`src/rtl/dual_core_dispatch_queue.sv`:
```
// Per-core instruction dispatch queues: captures arbiter-steered instructions into two
// show-ahead circular FIFOs and presents each head to its core over valid/ready.
module dual_core_dispatch_queue #(
  parameter int unsigned DEPTH = 8,
  parameter int unsigned WIDTH = 32
) (
  input  logic                         clk,
  input  logic                         resetn,
  input  logic [WIDTH-1:0]             instr_in,
  input  logic                         fifo_1_en,
  input  logic                         fifo_2_en,
  input  logic                         flush,
  output logic [WIDTH-1:0]             core1_instr,
  output logic                         core1_valid,
  input  logic                         core1_ready,
  output logic [WIDTH-1:0]             core2_instr,
  output logic                         core2_valid,
  input  logic                         core2_ready,
  output logic [$clog2(DEPTH+1)-1:0]   q1_count,
  output logic [$clog2(DEPTH+1)-1:0]   q2_count,
  output logic                         q1_full,
  output logic                         q2_full,
  output logic                         stall_out,
  output logic                         err_overflow,
  output logic                         err_both_en
);

  localparam int unsigned PW = $clog2(DEPTH);
  localparam int unsigned CW = $clog2(DEPTH + 1);
  localparam logic [CW-1:0] FullCnt = CW'(DEPTH);

  logic [PW-1:0]    rd_ptr_q [2];
  logic [PW-1:0]    rd_ptr_d [2];
  logic [PW-1:0]    wr_ptr_q [2];
  logic [PW-1:0]    wr_ptr_d [2];
  logic [CW-1:0]    count_q  [2];
  logic [CW-1:0]    count_d  [2];
  logic [WIDTH-1:0] mem_q    [2][DEPTH];

  logic err_overflow_q, err_overflow_d;
  logic err_both_en_q, err_both_en_d;

  logic [1:0] en, ready, valid, push_req, push_ok, pop;
  logic       single_en;

  assign en        = {fifo_2_en, fifo_1_en};
  assign ready     = {core2_ready, core1_ready};
  assign single_en = fifo_1_en ^ fifo_2_en;

  always_comb begin
    err_overflow_d = err_overflow_q;
    err_both_en_d  = err_both_en_q | (fifo_1_en & fifo_2_en);
    valid          = '0;
    push_req       = '0;
    push_ok        = '0;
    pop            = '0;
    for (int k = 0; k < 2; k++) begin
      valid[k]    = (count_q[k] != '0);
      push_req[k] = en[k] & single_en & ~flush;
      pop[k]      = valid[k] & ready[k] & ~flush;
      // A full queue still accepts when its head leaves in the same cycle.
      push_ok[k]  = push_req[k] & ((count_q[k] != FullCnt) | pop[k]);
      if (push_req[k] && !push_ok[k]) begin
        err_overflow_d = 1'b1;
      end

      rd_ptr_d[k] = rd_ptr_q[k] + PW'(pop[k]);
      wr_ptr_d[k] = wr_ptr_q[k] + PW'(push_ok[k]);
      case ({push_ok[k], pop[k]})
        2'b10:   count_d[k] = count_q[k] + CW'(1);
        2'b01:   count_d[k] = count_q[k] - CW'(1);
        default: count_d[k] = count_q[k];
      endcase

      if (flush) begin
        rd_ptr_d[k] = '0;
        wr_ptr_d[k] = '0;
        count_d[k]  = '0;
      end
    end
  end

  always_ff @(posedge clk) begin
    if (!resetn) begin
      for (int k = 0; k < 2; k++) begin
        rd_ptr_q[k] <= '0;
        wr_ptr_q[k] <= '0;
        count_q[k]  <= '0;
      end
      err_overflow_q <= 1'b0;
      err_both_en_q  <= 1'b0;
    end else begin
      for (int k = 0; k < 2; k++) begin
        rd_ptr_q[k] <= rd_ptr_d[k];
        wr_ptr_q[k] <= wr_ptr_d[k];
        count_q[k]  <= count_d[k];
      end
      err_overflow_q <= err_overflow_d;
      err_both_en_q  <= err_both_en_d;
    end
  end

  // Storage is not reset; valid gating keeps stale contents off the core buses.
  always_ff @(posedge clk) begin
    for (int k = 0; k < 2; k++) begin
      if (resetn && push_ok[k]) begin
        mem_q[k][wr_ptr_q[k]] <= instr_in;
      end
    end
  end

  assign core1_valid  = valid[0];
  assign core2_valid  = valid[1];
  assign core1_instr  = valid[0] ? mem_q[0][rd_ptr_q[0]] : '0;
  assign core2_instr  = valid[1] ? mem_q[1][rd_ptr_q[1]] : '0;
  assign q1_count     = count_q[0];
  assign q2_count     = count_q[1];
  assign q1_full      = (count_q[0] == FullCnt);
  assign q2_full      = (count_q[1] == FullCnt);
  assign stall_out    = q1_full | q2_full;
  assign err_overflow = err_overflow_q;
  assign err_both_en  = err_both_en_q;

endmodule

```
`config.mk`:
```
export PLATFORM = sky130hd
export DESIGN_NAME = dual_core_dispatch_queue
export DESIGN_NICKNAME = d
export VERILOG_FILES = /design/src/rtl/dual_core_dispatch_queue.sv
export SDC_FILE = /design/constraint.sdc
export NUM_CORES = 1
export LEC_CHECK = 0
export ABC_AREA = 1
export BUFFER_PORTS_ARGS = -buffer_cell sky130_fd_sc_hd__buf_2
export CORE_MARGIN = 3
export CORE_UTILIZATION = 50
export DETAILED_ROUTE_END_ITERATION = 10
export PLACE_DENSITY = 0.77
export SLEW_MARGIN = 0
export SYNTH_ARGS = -nofsm -noshare
export SYNTH_HDL_FRONTEND = slang
export SYNTH_SLANG_ARGS = --single-unit
```
`constraint.sdc`:
```
create_clock -name clk -period 3.3 [get_ports clk]
set_input_delay 0.33 -clock clk [delete_from_list [all_inputs] [get_ports clk]]
set_output_delay 0.33 -clock clk [all_outputs]
set_load 0.01 [all_outputs]
```
# [After elaboration in Yosys (flattened, before gate mapping)]
# Memories as Yosys holds them, arrays and structs flattened.
# Index checks and enable logic that the tools add are counted.
[op_classes] n_eq_ne=8 magnitude_cmp=6 shift=0 div_mod_pow=0 n_reduce_logical=12 bitwise=27 multipliers=0 add_sub_neg=8 mux=37
[ops] cell="2-to-1 mux 256 bit" n=4
[ops] cell="2-to-1 mux 32 bit" n=8
[ops] cell="OR reduction 256 bit" n=1
[ops] cell="binary-select mux 32 bit (select 3 bit)" n=2
[ops] cell="demux 32 bit (select 3 bit)" n=2
[ops] cell="2-to-1 mux 3 bit" n=8
[ops] cell=">= comparator 4 bit (second input constant)" n=4
[ops] cell="2-to-1 mux 4 bit" n=4
[ops] cell="NOT 3 -> 4 bit" n=4
[ops] cell="case mux 4 bit (2 select lines)" n=2
[ops] cell="adder 3 x 1 -> 3 bit" n=4
[ops] cell="bitwise AND 1 bit" n=11
[ops] cell="OR 1 bit" n=10
[ops] cell="adder 4 x 1 -> 4 bit (second input constant)" n=2
[ops] cell="equality test 4 bit (second input constant)" n=2
[ops] cell="less-than comparator 4 x 1 -> 1 bit (second input constant)" n=2
[ops] cell="!= test 4 bit (second input constant)" n=2
[ops] cell="nonzero test 4 bit" n=2
[ops] cell="subtractor 4 x 1 -> 4 bit (second input constant)" n=2
[ops] cell="2-to-1 mux 1 bit" n=7
[ops] cell="logical AND 1 bit" n=6
[ops] cell="equality test 2 x 1 -> 1 bit (second input constant)" n=2
[ops] cell="equality test 2 bit (second input constant)" n=2
[ops] cell="zero test 1 bit" n=2
[ops] cell="other kinds (3)" n=3
[word_totals] mem_bits_rw=532 latchBits=0 rom_bits=0 out_inout_bits=79 n_memories=4 regBits=2
[mem_list] memory="mem_q" depth=2 word_bits=256 rd=2 rd_ports_with_merged_regs=0 wr=1 line="38" text="logic [WIDTH-1:0] mem_q [2][DEPTH];"
[mem_list] memory="count_q" depth=2 word_bits=4 rd=2 rd_ports_with_merged_regs=0 wr=2 line="36" text="logic [CW-1:0] count_q [2];"
[mem_list] memory="rd_ptr_q" depth=2 word_bits=3 rd=2 rd_ports_with_merged_regs=0 wr=2 line="32" text="logic [PW-1:0] rd_ptr_q [2];"
[mem_list] memory="wr_ptr_q" depth=2 word_bits=3 rd=2 rd_ports_with_merged_regs=0 wr=2 line="34" text="logic [PW-1:0] wr_ptr_q [2];"

# [Longest topological paths before layout]
[logic_depth] ltp_word=10 mapped_depth=13 depth_no_buf=13

# [Least setup slack after synthesis]
# Ideal clock, no wire load.
[synth_path] path_type="register -> register" start="memory count_q[0][4] in the netlist's numbering" end="memory mem_q[0][320] in the netlist's numbering, enable pin" period_less_slack_ns=3.686 required_time_ns=2.839 path_stages_with_launch=7 path_slack_ns=-0.386 arrival_time_ns=3.225 path_cell_list="dfxtp_1 > nor2_1 > nand3_2 > nand2_2 > nor2_1 > nand2_1 > nor3_1"
[synth_rtl] element="start, declared" line="36"
[synth_rtl] element="end, declared" line="38"

==> summary.md <==
| Metric | Value |
|---|---|
| Status | `finished clean` |
| Ys async rst share | `0%` |
| Crit path cell chain | `nor2_1, nand2_1, buf_4, o21ai_0, a31oi_1, buf_2` |
| Initial core utilization | `between 50% and 60%` |
| Register area share after synthesis | `74.4%` |
| DIE HEIGHT | `212 um` |
| Die width | `around 210 um` |
| Layout Nets | `1862` |
| Slowest cell on crit path | `nand2_1` |
| Synthesized area | `about 21000 um2` |
| Tmin final | `3020 ps` |
| Vias/cell | `5.71` |
| Area Overhead vs Synth | `13.7%` |
| CP required | `slightly below 3000 ps` |
| Total congestion overflow | `0` |
| Routed vias | `about 14000` |
| Period utilisation layout | `between 90% and 100%` |
| Die ar. | `45000 um2` |
| CP Max Fanout | `17` |
| Via count of the first global-routing pass | `13300` |
| Worst Setup EP | `core2_instr[12]` |
| Max Slew Vio Count | `0` |
| Post-DP HPWL | `26500 um` |
| I/O pin total | `118` |
| Clk sinks | `between 500 and 600` |
| Largest net degree at the start of global routing | `130` |
| Power per cell area | `561 nW/um2` |
| Worst hold start | `resetn` |
| Endpoints failing hold | `0` |
| Buf/Inv on CP | `2` |
| Design Power | `13500 uW` |
| Clk_skew | `18.9 ps` |
| Max Freq | `~330 MHz` |
| Crit start category | `flop` |
| Crit path launch | `count_q[0][4]` |
| Largest stage delay on the critical path | `610 ps` |
| R2R depth | `7` |
| Initial antenna violation count | `3` |
| Leak | `0.00827 uW` |
| Setup crit end kind | `output port` |
| Clock transition at path regs | `~60 ps` |
| TritonCTS Buffers | `53` |
| DRC errors left | `0` |
| Final WL | `between 40000 and 50000 um` |
| Fraction of layout cells with a size suffix above 1 | `14.2%` |
| # rows | `74` |
| Fillcell total | `3147` |
| Synth Net Count | `1754` |
| Routed WL per cell | `~20 um` |
| Arrival time of the worst setup path | `2690 ps` |
| Synthesis warning total | `0` |
| DRT iter0 DRCs | `~1300` |
| Final setup violation count | `0` |
| Pre-antenna DRT Iters | `5` |
| RSZ-0062 raised after global routing | `no` |
| Antenna Violating Nets Remaining | `0` |
| Top_reg_cell synth | `edfxtp_1` |
| Max-cap violations | `0` |
| Hold Crit Class | `input pin to flop` |
| Port-buffer cells | `117` |
| Final Core Density | `58.4%` |
| First-pass GRT wire length | `74800 um` |
| Yosys cell types | `32` |
| Post-Syn Instances | `about 1700` |
| Normalized max-slew margin | `19.0%` |
| Maximum root-to-sink buffer count | `3` |
| Routability cong. | `0.760` |
| Clk_lat worst skew | `590 ps` |
| # H-tree levels | `2` |
| Post-cts resize count | `0` |
| Slew @ Worst Pin | `1210 ps` |
| Reg2reg end | `mem_q[0][450]` |
| VDD IR max | `0.000471 V` |
| Post-Syn Area per Cell | `between 10 and 15 um2` |
| Reg2reg start | `count_q[0][4]` |
| EDFF count, synth | `between 500 and 600` |
| CP top delay family | `simple AND/OR/NAND/NOR gates` |
| Core Area | `about 41000 um2` |
| CTS root buf | `clkbuf_16` |
| Setup CP Type | `flop to output port` |
| #FFs+latches synth | `534` |
| Cell depth of the worst setup path | `6` |
| Total track usage | `a little over a fifth` |
| FF-to-FF setup slack | `1060 ps` |
| CTS tree | `done` |
[per-layer routing]
layer	up-vias	global-route usage [%]	wire length, um
met5	-	0	8
met4	2	6.37	1070
met3	86	3.69	3800
met2	532	34.9	23300
met1	6702	30.2	20300
li1	6346	-	-
[logic make-up (layout without fill, tap and decap cells)]
kind of cell	count (synthesis)	in the layout	synth area share (%)
buf+inv	140	292	3.19
flops	534	534	74.4
other cells	0	5	0
xor+xnor	10	10	0.412
simple gates	550	550	10.1
compound gates	461	461	11.3
fa+ha+maj	10	10	0.589
[cell type report]
class / instances / area, um2 / share of cell area, %
clock inverter: 27 / 215 / 0.891
clock buffer: 72 / 1450 / 6.00
antenna: 5 / 12.5 / 0.0518
timing repair buffer: 156 / 968 / 4.01
multi-input combinational: 1031 / 4880 / 20.2
tap: 532 / 666 / 2.76
sequential: 534 / 15800 / 65.5
inverter: 37 / 139 / 0.575
[where the power goes]
part	internal [uW]	leakage [uW]	switching, uW
sequential	7440	0.00479	8.91
combinational	87.1	0.00267	262
clock	3310	0.000811	2440
total	10800	0.00827	2710
[synth_stat cells (2+ instances only)]
library cell,instances,area share [%]
a21oi_1,7,0.16
a31oi_1,64,1.9
buf_1,2,0.035
buf_2,23,0.54
buf_4,20,0.71
buf_6,6,0.32
clkbuf_1,50,0.88
clkbuf_2,2,0.047
clkinv_1,3,0.053
dfxtp_1,22,2.1
edfxtp_1,512,72
ha_1,10,0.59
inv_1,31,0.55
inv_2,3,0.053
nand2_1,34,0.60
nand2_2,3,0.088
nand3_1,13,0.31
nand3_2,2,0.094
nor2_1,487,8.6
nor3_1,5,0.12
o21ai_0,343,8.1
o21ai_1,45,1.1
xnor2_1,4,0.16
xor2_1,6,0.25
[cells in the final DEF, fill, tap and decap left out, types with 2 or more instances in the layout]
cell type,instances
a21oi_1,7
a31oi_1,64
buf_12,7
buf_2,117
buf_4,31
bufinv_16,3
clkbuf_1,16
clkbuf_16,55
clkinv_1,11
clkinv_2,11
clkinvlp_4,3
dfxtp_1,18
dfxtp_2,2
dfxtp_4,2
diode_2,5
edfxtp_1,512
ha_1,10
inv_1,31
inv_2,3
nand2_1,34
nand2_2,3
nand3_1,13
nand3_2,2
nor2_1,475
nor2_4,12
nor3_2,2
nor3_4,3
o21ai_0,343
o21ai_1,45
xnor2_1,4
xor2_1,6
[repair_timing]
action,4_1_cts,5_1_grt
hold endpoints to repair,1,0
buffers inserted,0,1
endpoints found under the setup margin,0,4
hold buffers,1,0
[tightest hold or removal path, stage by stage]
cell	delay, ps
buf_2	130
o21ai_0	80
inv_1	40
[worst min-delay path by stage]
stage	endpoint	slack [ps]	cells past startpoint
final	err_overflow	40	3
after global routing	err_overflow	30	3
after CTS	err_overflow	6	3
after detailed placement	err_overflow	450	2
after global placement	err_both_en	450	2
after floorplan	mem_q[0][0]	430	0
[per-stage QoR]
step           instance area [um2]  setup TNS (ps)  worst slack (ps)  cells  hold slack [ps]
5_1_grt                      24100               0               105   2390             27.4
3_3_place_gp                 22400               0               835   2288              455
3_5_place_dp                 22400               0               793   2288              455
2_1_floorplan                21300          -24700              -386   1705              429
6_report                     24200               0               276   2394             40.1
4_1_cts                      24100               0               101   2388             6.39
[sequential cells by signal, summed over array words and instances (netlist names)]
| register | count |
|---|---|
| count_q | 8 |
| err_both_en | 1 |
| err_overflow | 1 |
| mem_q | 512 |
| rd_ptr_q | 6 |
| wr_ptr_q | 6 |
No activity file was read; power rests on OpenSTA's default activity.
